`src/rtl/char_box_reader_pkg.sv`:
```
// Shared definitions for the character segmentation and box readout stages.
// Holds the frame geometry, the frame RAM address width, the box coordinate
// width, the readout FSM state type and the box descriptor struct.
package char_box_reader_pkg;

    localparam int H_RES  = 480;  // frame width in pixels
    localparam int V_RES  = 272;  // frame height in lines
    localparam int AW     = 17;   // frame RAM address width
    localparam int BOX_W  = 9;    // box coordinate width
    localparam int DATA_W = 8;    // pixel width

    typedef enum logic [2:0] {
        ST_IDLE,
        ST_LOAD,
        ST_RUN,
        ST_DRAIN,
        ST_FIN
    } state_t;

    typedef struct packed {
        logic [BOX_W-1:0] upper;  // first row, inclusive
        logic [BOX_W-1:0] lower;  // last row, exclusive
        logic [BOX_W-1:0] lift;   // first column, inclusive
        logic [BOX_W-1:0] right;  // last column, exclusive
    } box_t;

    // An empty, inverted or off-frame box cannot be read back.
    function automatic logic box_invalid(input box_t b);
        return (b.lower <= b.upper) || (b.right <= b.lift) ||
               (b.lower > BOX_W'(V_RES)) || (b.right > BOX_W'(H_RES));
    endfunction

endpackage

```
`src/rtl/char_box_reader_skid_buf.sv`:
```
// box_skid_buf: 2-entry valid/ready buffer between the frame RAM return path
// and the pixel stream.
// Ports:
//   clk_i, rst_ni   clock, asynchronous active-low reset
//   push_i, data_i  write one entry (caller guarantees a free slot)
//   pop_i           consume the head entry (ignored when empty)
//   data_o, valid_o head entry and its valid flag
//   occ_o           current occupancy (0..2), used for read credit
module box_skid_buf #(
    parameter int W = 10
) (
    input  logic         clk_i,
    input  logic         rst_ni,
    input  logic         push_i,
    input  logic [W-1:0] data_i,
    input  logic         pop_i,
    output logic [W-1:0] data_o,
    output logic         valid_o,
    output logic [1:0]   occ_o
);

    logic [W-1:0] mem_q [2];
    logic         wr_q;
    logic         rd_q;
    logic [1:0]   cnt_q;
    logic         pop;

    assign pop = pop_i && (cnt_q != 2'd0);

    always_ff @(posedge clk_i or negedge rst_ni) begin
        if (!rst_ni) begin
            wr_q  <= 1'b0;
            rd_q  <= 1'b0;
            cnt_q <= 2'd0;
        end else begin
            if (push_i) wr_q <= ~wr_q;
            if (pop)    rd_q <= ~rd_q;
            cnt_q <= cnt_q + {1'b0, push_i} - {1'b0, pop};
        end
    end

    // Storage carries no reset; emptiness is tracked by cnt_q alone.
    always_ff @(posedge clk_i) begin
        if (push_i) mem_q[wr_q] <= data_i;
    end

    assign data_o  = mem_q[rd_q];
    assign valid_o = (cnt_q != 2'd0);
    assign occ_o   = cnt_q;

endmodule

```
`src/rtl/char_box_reader.sv`:
```
// char_box_reader: reads one character box back from the 480x272 binarized
// frame RAM and streams its pixels in raster order with row/box markers.
// Ports:
//   clock, rst_n            clock, asynchronous active-low reset
//   start                   pulse: latch Upper/Lower/Lift/Right_data, begin
//   rd_en, rd_addr, rd_data frame RAM read port (1-cycle read latency)
//   pix_*                   valid/ready pixel stream with eol/eof markers
//   busy, done, err         status; err pulses with done for an invalid box
// Optional build macro BOX_INVERT_EN: pixels are inverted on the way out and
// a 16-bit black_cnt output counts delivered beats whose RAM value != 0xFF.
module char_box_reader
    import char_box_reader_pkg::*;
(
    input  logic              clock,
    input  logic              rst_n,
    input  logic              start,
    input  logic [BOX_W-1:0]  Upper_data,
    input  logic [BOX_W-1:0]  Lower_data,
    input  logic [BOX_W-1:0]  Lift_data,
    input  logic [BOX_W-1:0]  Right_data,
    output logic              rd_en,
    output logic [AW-1:0]     rd_addr,
    input  logic [DATA_W-1:0] rd_data,
    output logic [DATA_W-1:0] pix_data,
    output logic              pix_valid,
    input  logic              pix_ready,
    output logic              pix_eol,
    output logic              pix_eof,
    output logic              busy,
    output logic              done,
    output logic              err
`ifdef BOX_INVERT_EN
    ,
    output logic [15:0]       black_cnt
`endif
);

    state_t            state_q, state_d;
    box_t              box_q, box_d;
    logic [BOX_W-1:0]  row_q, row_d;
    logic [BOX_W-1:0]  col_q, col_d;
    logic [AW-1:0]     base_q, base_d;
    logic              err_q, err_d;
    logic              inflight_q;
    logic [1:0]        tag_q;        // {eol, eof} of the read in flight

    logic              issue;
    logic              last_col, last_row;
    logic              pop;
    logic [1:0]        occ;
    logic [2:0]        level;
    logic              credit;
    logic [DATA_W+1:0] push_data;
    logic [DATA_W+1:0] buf_data;
    logic              buf_valid;

    assign last_col = (col_q == box_q.right - BOX_W'(1));
    assign last_row = (row_q == box_q.lower - BOX_W'(1));
    assign pop      = buf_valid && pix_ready;

    // Buffer slots already committed after this cycle's pop; a new read is
    // allowed only if its data will find a free slot when it returns.
    assign level  = {1'b0, occ} + {2'b0, inflight_q} - {2'b0, pop};
    assign credit = (level < 3'd2);

    always_comb begin
        state_d = state_q;
        box_d   = box_q;
        row_d   = row_q;
        col_d   = col_q;
        base_d  = base_q;
        err_d   = err_q;
        issue   = 1'b0;
        case (state_q)
            ST_IDLE: begin
                if (start) begin
                    box_d   = '{upper: Upper_data, lower: Lower_data,
                                lift: Lift_data, right: Right_data};
                    err_d   = 1'b0;
                    state_d = ST_LOAD;
                end
            end
            ST_LOAD: begin
                if (box_invalid(box_q)) begin
                    err_d   = 1'b1;
                    state_d = ST_FIN;
                end else begin
                    base_d  = AW'(box_q.upper) * AW'(H_RES);
                    row_d   = box_q.upper;
                    col_d   = box_q.lift;
                    state_d = ST_RUN;
                end
            end
            ST_RUN: begin
                if (credit) begin
                    issue = 1'b1;
                    if (last_col) begin
                        col_d  = box_q.lift;
                        row_d  = row_q + BOX_W'(1);
                        base_d = base_q + AW'(H_RES);
                        if (last_row) state_d = ST_DRAIN;
                    end else begin
                        col_d = col_q + BOX_W'(1);
                    end
                end
            end
            ST_DRAIN: begin
                // Leave as soon as the last beat is being taken this cycle,
                // so done follows the final transfer by one cycle.
                if (!inflight_q && (occ == {1'b0, pop})) state_d = ST_FIN;
            end
            ST_FIN: begin
                state_d = ST_IDLE;
            end
            default: begin
                state_d = ST_IDLE;
            end
        endcase
    end

    always_ff @(posedge clock or negedge rst_n) begin
        if (!rst_n) begin
            state_q    <= ST_IDLE;
            err_q      <= 1'b0;
            inflight_q <= 1'b0;
        end else begin
            state_q    <= state_d;
            err_q      <= err_d;
            inflight_q <= issue;
        end
    end

    always_ff @(posedge clock) begin
        box_q  <= box_d;
        row_q  <= row_d;
        col_q  <= col_d;
        base_q <= base_d;
        if (issue) tag_q <= {last_col, last_col && last_row};
    end

    assign rd_en   = issue;
    assign rd_addr = issue ? (base_q + AW'(col_q)) : '0;

`ifdef BOX_INVERT_EN
    assign push_data = {~rd_data, tag_q};
`else
    assign push_data = {rd_data, tag_q};
`endif

    box_skid_buf #(
        .W(DATA_W + 2)
    ) u_buf (
        .clk_i  (clock),
        .rst_ni (rst_n),
        .push_i (inflight_q),
        .data_i (push_data),
        .pop_i  (pop),
        .data_o (buf_data),
        .valid_o(buf_valid),
        .occ_o  (occ)
    );

    // Buffer storage is not reset, so the stream fields are masked while empty.
    assign pix_valid = buf_valid;
    assign pix_data  = buf_valid ? buf_data[DATA_W+1:2] : '0;
    assign pix_eol   = buf_valid && buf_data[1];
    assign pix_eof   = buf_valid && buf_data[0];

    assign busy = (state_q == ST_LOAD) || (state_q == ST_RUN) || (state_q == ST_DRAIN);
    assign done = (state_q == ST_FIN);
    assign err  = (state_q == ST_FIN) && err_q;

`ifdef BOX_INVERT_EN
    logic [15:0] black_cnt_q;

    // Stored pixels are already inverted: a RAM value != 0xFF shows as != 0x00.
    always_ff @(posedge clock or negedge rst_n) begin
        if (!rst_n) begin
            black_cnt_q <= '0;
        end else if ((state_q == ST_IDLE) && start) begin
            black_cnt_q <= '0;
        end else if (pop && (buf_data[DATA_W+1:2] != '0)) begin
            black_cnt_q <= black_cnt_q + 16'd1;
        end
    end

    assign black_cnt = black_cnt_q;
`endif

endmodule

```
`config.mk`:
```
export PLATFORM = sky130hd
export DESIGN_NAME = char_box_reader
export DESIGN_NICKNAME = d
export VERILOG_FILES = /design/src/rtl/char_box_reader_pkg.sv /design/src/rtl/char_box_reader_skid_buf.sv /design/src/rtl/char_box_reader.sv
export SDC_FILE = /design/constraint.sdc
export NUM_CORES = 1
export LEC_CHECK = 0
export CORE_MARGIN = 1
export CORE_UTILIZATION = 45
export DETAILED_ROUTE_END_ITERATION = 10
export GPL_TIMING_DRIVEN = 0
export HOLD_SLACK_MARGIN = 0.1
export PLACE_DENSITY = 0.79
export REMOVE_ABC_BUFFERS = 1
export SLEW_MARGIN = 10
export SYNTH_ARGS = -nofsm -noshare
export SYNTH_HDL_FRONTEND = slang
export SYNTH_SLANG_ARGS = --single-unit
```
`constraint.sdc`:
```
create_clock -name clock -period 4.6 [get_ports clock]
set_input_delay 0.92 -clock clock [delete_from_list [all_inputs] [get_ports clock]]
set_output_delay 0.92 -clock clock [all_outputs]
set_load 0.02 [all_outputs]
```
==> flow_summary.toml <==
[synth]
ys.flop_type = "edfxtp_1"
synth-edff-count = 88
synthesis.area_um2 = 6230
ys_seq_area_share_pct = 46.0
yosys-top-cells-area = "edfxtp_1 (42%), ha_1 (9.2%), fa_1 (5.5%)"
yosys.area.top_type = "edfxtp_1"
synthArstFlopShare_pct = 9.28
syn_avg_cell_area_um2 = 10.9
yosysWarnings = 0
synth_top_area_share_pct = 42.4
ys_seq_elements = 97
netlist_instances = 572
yosysUniqueCellTypes = 57

[setup_path]
worst-path-max-fanout = 12
crit_type = "in2out"
endpoint_kind = "output pin"
reg2reg_depth = 12
startpoint_type = "primary input"
cp.arrival_ps = 3560
crit_required_ps = 3680

[floorplanning]
die_height_um = 120
start_util_pct = 46.5
rows = 42
design.core.area_um2 = 13400
dieArea_um2 = 14300
dieWidth_um = 120
pin_count = 80

[sta]
setup_tns_ps = 0
clock.fmax_mhz = 223
slew_violations = 0
worst-slew-pin-transition_ps = 952
slew_headroom_pct = 36.5
rsz0062_at_grt = "false"
setup-violations-final = 0
fin_skew_ps = 12.7
fin_hold_ws_ps = 450
hold_viol_final = 0
min_period_ps = 4480
fin_crit_sh_pct = 97.3

[power_and_ir_drop]
seq_power_share_pct = 33.9
peakVddDrop_uv = 309
swShare_pct = 39.5
intPower_mw = 2.46
p_leak_nw = 3.06
p_clk_share_pct = 18.8
power_density_nw_per_um2 = 541
p_sw_mw = 1.61
pwr-share-comb_pct = 47.3

[cts]
numCtsBuffers = 9
insertion_delay_ps = 360
tritoncts = "built"
ctsRootBufferMaster = "clkbuf_16"
clkTransAtPathRegs_ps = 80
cts_setup_buffers = 0
htreeDepth = 3
ctsHoldBuffers = 0
clk_path_buf_depth = 2
cts_sinks = 97

[placement]
place_hpwl_um = 10600
dp_cells = 818
port_buffers = 79
placed_area_um2 = 7250
gp_congestion = 0.831

[global_route]
grt_pass1_wl_um = 22700
grt_max_degree = 30
grt_overflow_total = 0
antenna_found_initial = 0
grt_pass1_vias = 4706
grt.total_usage_pct = 20.2

[layout]
fin_nets = 764
drive_gt1_share_pct = 5.62
areaGrowthSynthToFinish_pct = 20.6
final_cells = 834
finish.instance_area_um2 = 7520
diodes = 0

[outcome]
status = "complete, no violations"

[drt]
wl_um = 13600
drt_iter0_markers = 349
dr.pass1.iters = 6
num_vias = 4614
wire_per_inst_um = 16.3
vias_per_cell = 5.53
drc = 0
postRouteAntennaNets = 0

[hold_path]
holdCritPathClass = "reg2reg"
holdPathStages = 0

[job]
drv_cap = 0
layout by cell type, fill, tap and decap left out, types with 3 or more instances in the layout:
| cell | netlist | final |
|---|---|---|
| xnor2_1 | 32 | 32 |
| nor2b_1 | 7 | 6 |
| a211o_1 | 3 | 3 |
| nor3_1 | 21 | 20 |
| clkbuf_2 | 1 | 6 |
| ha_1 | 46 | 46 |
| nand2_1 | 30 | 30 |
| edfxtp_1 | 88 | 88 |
| buf_4 | 1 | 4 |
| nor3b_1 | 3 | 3 |
| mux2i_1 | 12 | 12 |
| nor2_1 | 40 | 39 |
| a21oi_1 | 23 | 23 |
| inv_8 | 0 | 4 |
| o21bai_1 | 3 | 3 |
| a31oi_1 | 7 | 7 |
| inv_1 | 52 | 51 |
| a211oi_1 | 3 | 3 |
| fa_1 | 17 | 17 |
| nand4_1 | 8 | 8 |
| nand3_1 | 18 | 18 |
| clkdlybuf4s50_1 | 0 | 61 |
| xor2_1 | 30 | 30 |
| dfrtp_1 | 9 | 9 |
| and3_1 | 8 | 8 |
| a21o_1 | 12 | 12 |
| o2111ai_1 | 3 | 3 |
| and2_1 | 10 | 10 |
| nor4_1 | 4 | 4 |
| or3_1 | 7 | 6 |
| clkbuf_16 | 0 | 9 |
| o21ai_0 | 30 | 28 |
| dlygate4sd2_1 | 0 | 11 |
per-stage QoR:
stage | utilization, % | setup WS [ps] | power, mW
after floorplan | - | -760 | 2.76
after global placement | 53.5 | -2670 | 3.17
after detailed placement | 54.1 | -549 | 3.30
after CTS | 56.2 | 11.2 | 4.08
after global routing | 56.1 | 0.261 | 4.38
final | 56.1 | 123 | 4.07
layer usage:
| metal | up-vias | routed length (um) | GRT usage, % |
|---|---|---|---|
| met5 | - | 0 | 0 |
| met4 | 0 | 363 | 9.06 |
| met3 | 29 | 684 | 4.04 |
| met2 | 156 | 6670 | 34.8 |
| met1 | 2213 | 5850 | 24.5 |
| li1 | 2216 | - | - |
flip-flops by register name, summed over array words and instances, names as in the netlist:
name         flops
base_q          12
box_q           36
col_q            9
err_q            1
inflight_q       1
row_q            9
state_q          3
tag_q            2
u_buf.mem_q     20
u_buf.occ_o      2
u_buf.rd_q       1
u_buf.wr_q       1
path summary, 6_finish.rpt:
check                                         start                     endpoint  slack, ps
hold reg to reg                  tag_q[0]$_DFFE_PP_  u_buf.mem_q[0][0]$_DFFE_PP_        450
setup reg to reg           u_buf.occ_o[1]$_DFF_PN0_         base_q[10]$_DFFE_PP_       1100
setup / recovery                          pix_ready                   rd_addr[3]        120
hold / removal                   tag_q[0]$_DFFE_PP_  u_buf.mem_q[0][0]$_DFFE_PP_        450
min in group asynchronous                     rst_n     u_buf.occ_o[0]$_DFF_PN0_        860
max in group asynchronous                     rst_n         inflight_q$_DFF_PN0_       3430
worst max-delay path, cell delays in order:
cell	delay, ps
clkdlybuf4s50_1	400
nor2b_2	160
ha_1	290
inv_1	60
ha_1	190
fa_1	380
xnor2_1	140
or3_4	420
inv_4	150
and2_1	130
clkdlybuf4s15_1	310
cells in the mapped netlist, types with 2 or more instances:
cell type / number
edfxtp_1: 88
inv_1: 52
ha_1: 46
nor2_1: 40
xnor2_1: 32
nand2_1: 30
o21ai_0: 30
xor2_1: 30
a21oi_1: 23
nor3_1: 21
nand3_1: 18
fa_1: 17
a21o_1: 12
mux2i_1: 12
and2_1: 10
clkbuf_1: 10
dfrtp_1: 9
and3_1: 8
nand4_1: 8
a31oi_1: 7
nor2b_1: 7
or3_1: 7
nor4_1: 4
a211o_1: 3
a211oi_1: 3
nor3b_1: 3
nor4b_1: 3
o2111ai_1: 3
o21bai_1: 3
a2111oi_0: 2
a221o_1: 2
and4_1: 2
nand2b_1: 2
or4b_1: 2
power by group through the flow:
stage | sequential, mW | clock [mW] | combinational [mW]
6_report | 1.38 | 0.767 | 1.92
5_1_grt | 1.40 | 0.814 | 2.17
4_1_cts | 1.38 | 0.781 | 1.92
3_5_place_dp | 1.39 | 0 | 1.90
3_3_place_gp | 1.40 | 0 | 1.77
2_1_floorplan | 1.35 | 0 | 1.41
what timing repair did:
action / 4_1_cts / 5_1_grt
resized for setup: 22 / 14
setup endpoints to repair: 18 / 7
hold endpoints to repair: 0 / 0
cell type report:
cell class              count  area (um^2)
repair buffers             85          803
inverters                  52          198
flip-flops and latches     97         2870
clock inverters             7         77.6
clock buffers               9          225
fillers                  1127         5880
well taps                 176          220
multi-input cells         408         3130
cell families after synthesis:
kind of cell | synth area share [%]
xor+xnor | 8.71
mux | 2.11
flops | 46.0
fa+ha+maj | 14.7
simple gates | 14.1
compound gates | 10.2
buf+inv | 4.26
(Power assumes the default switching activity.)
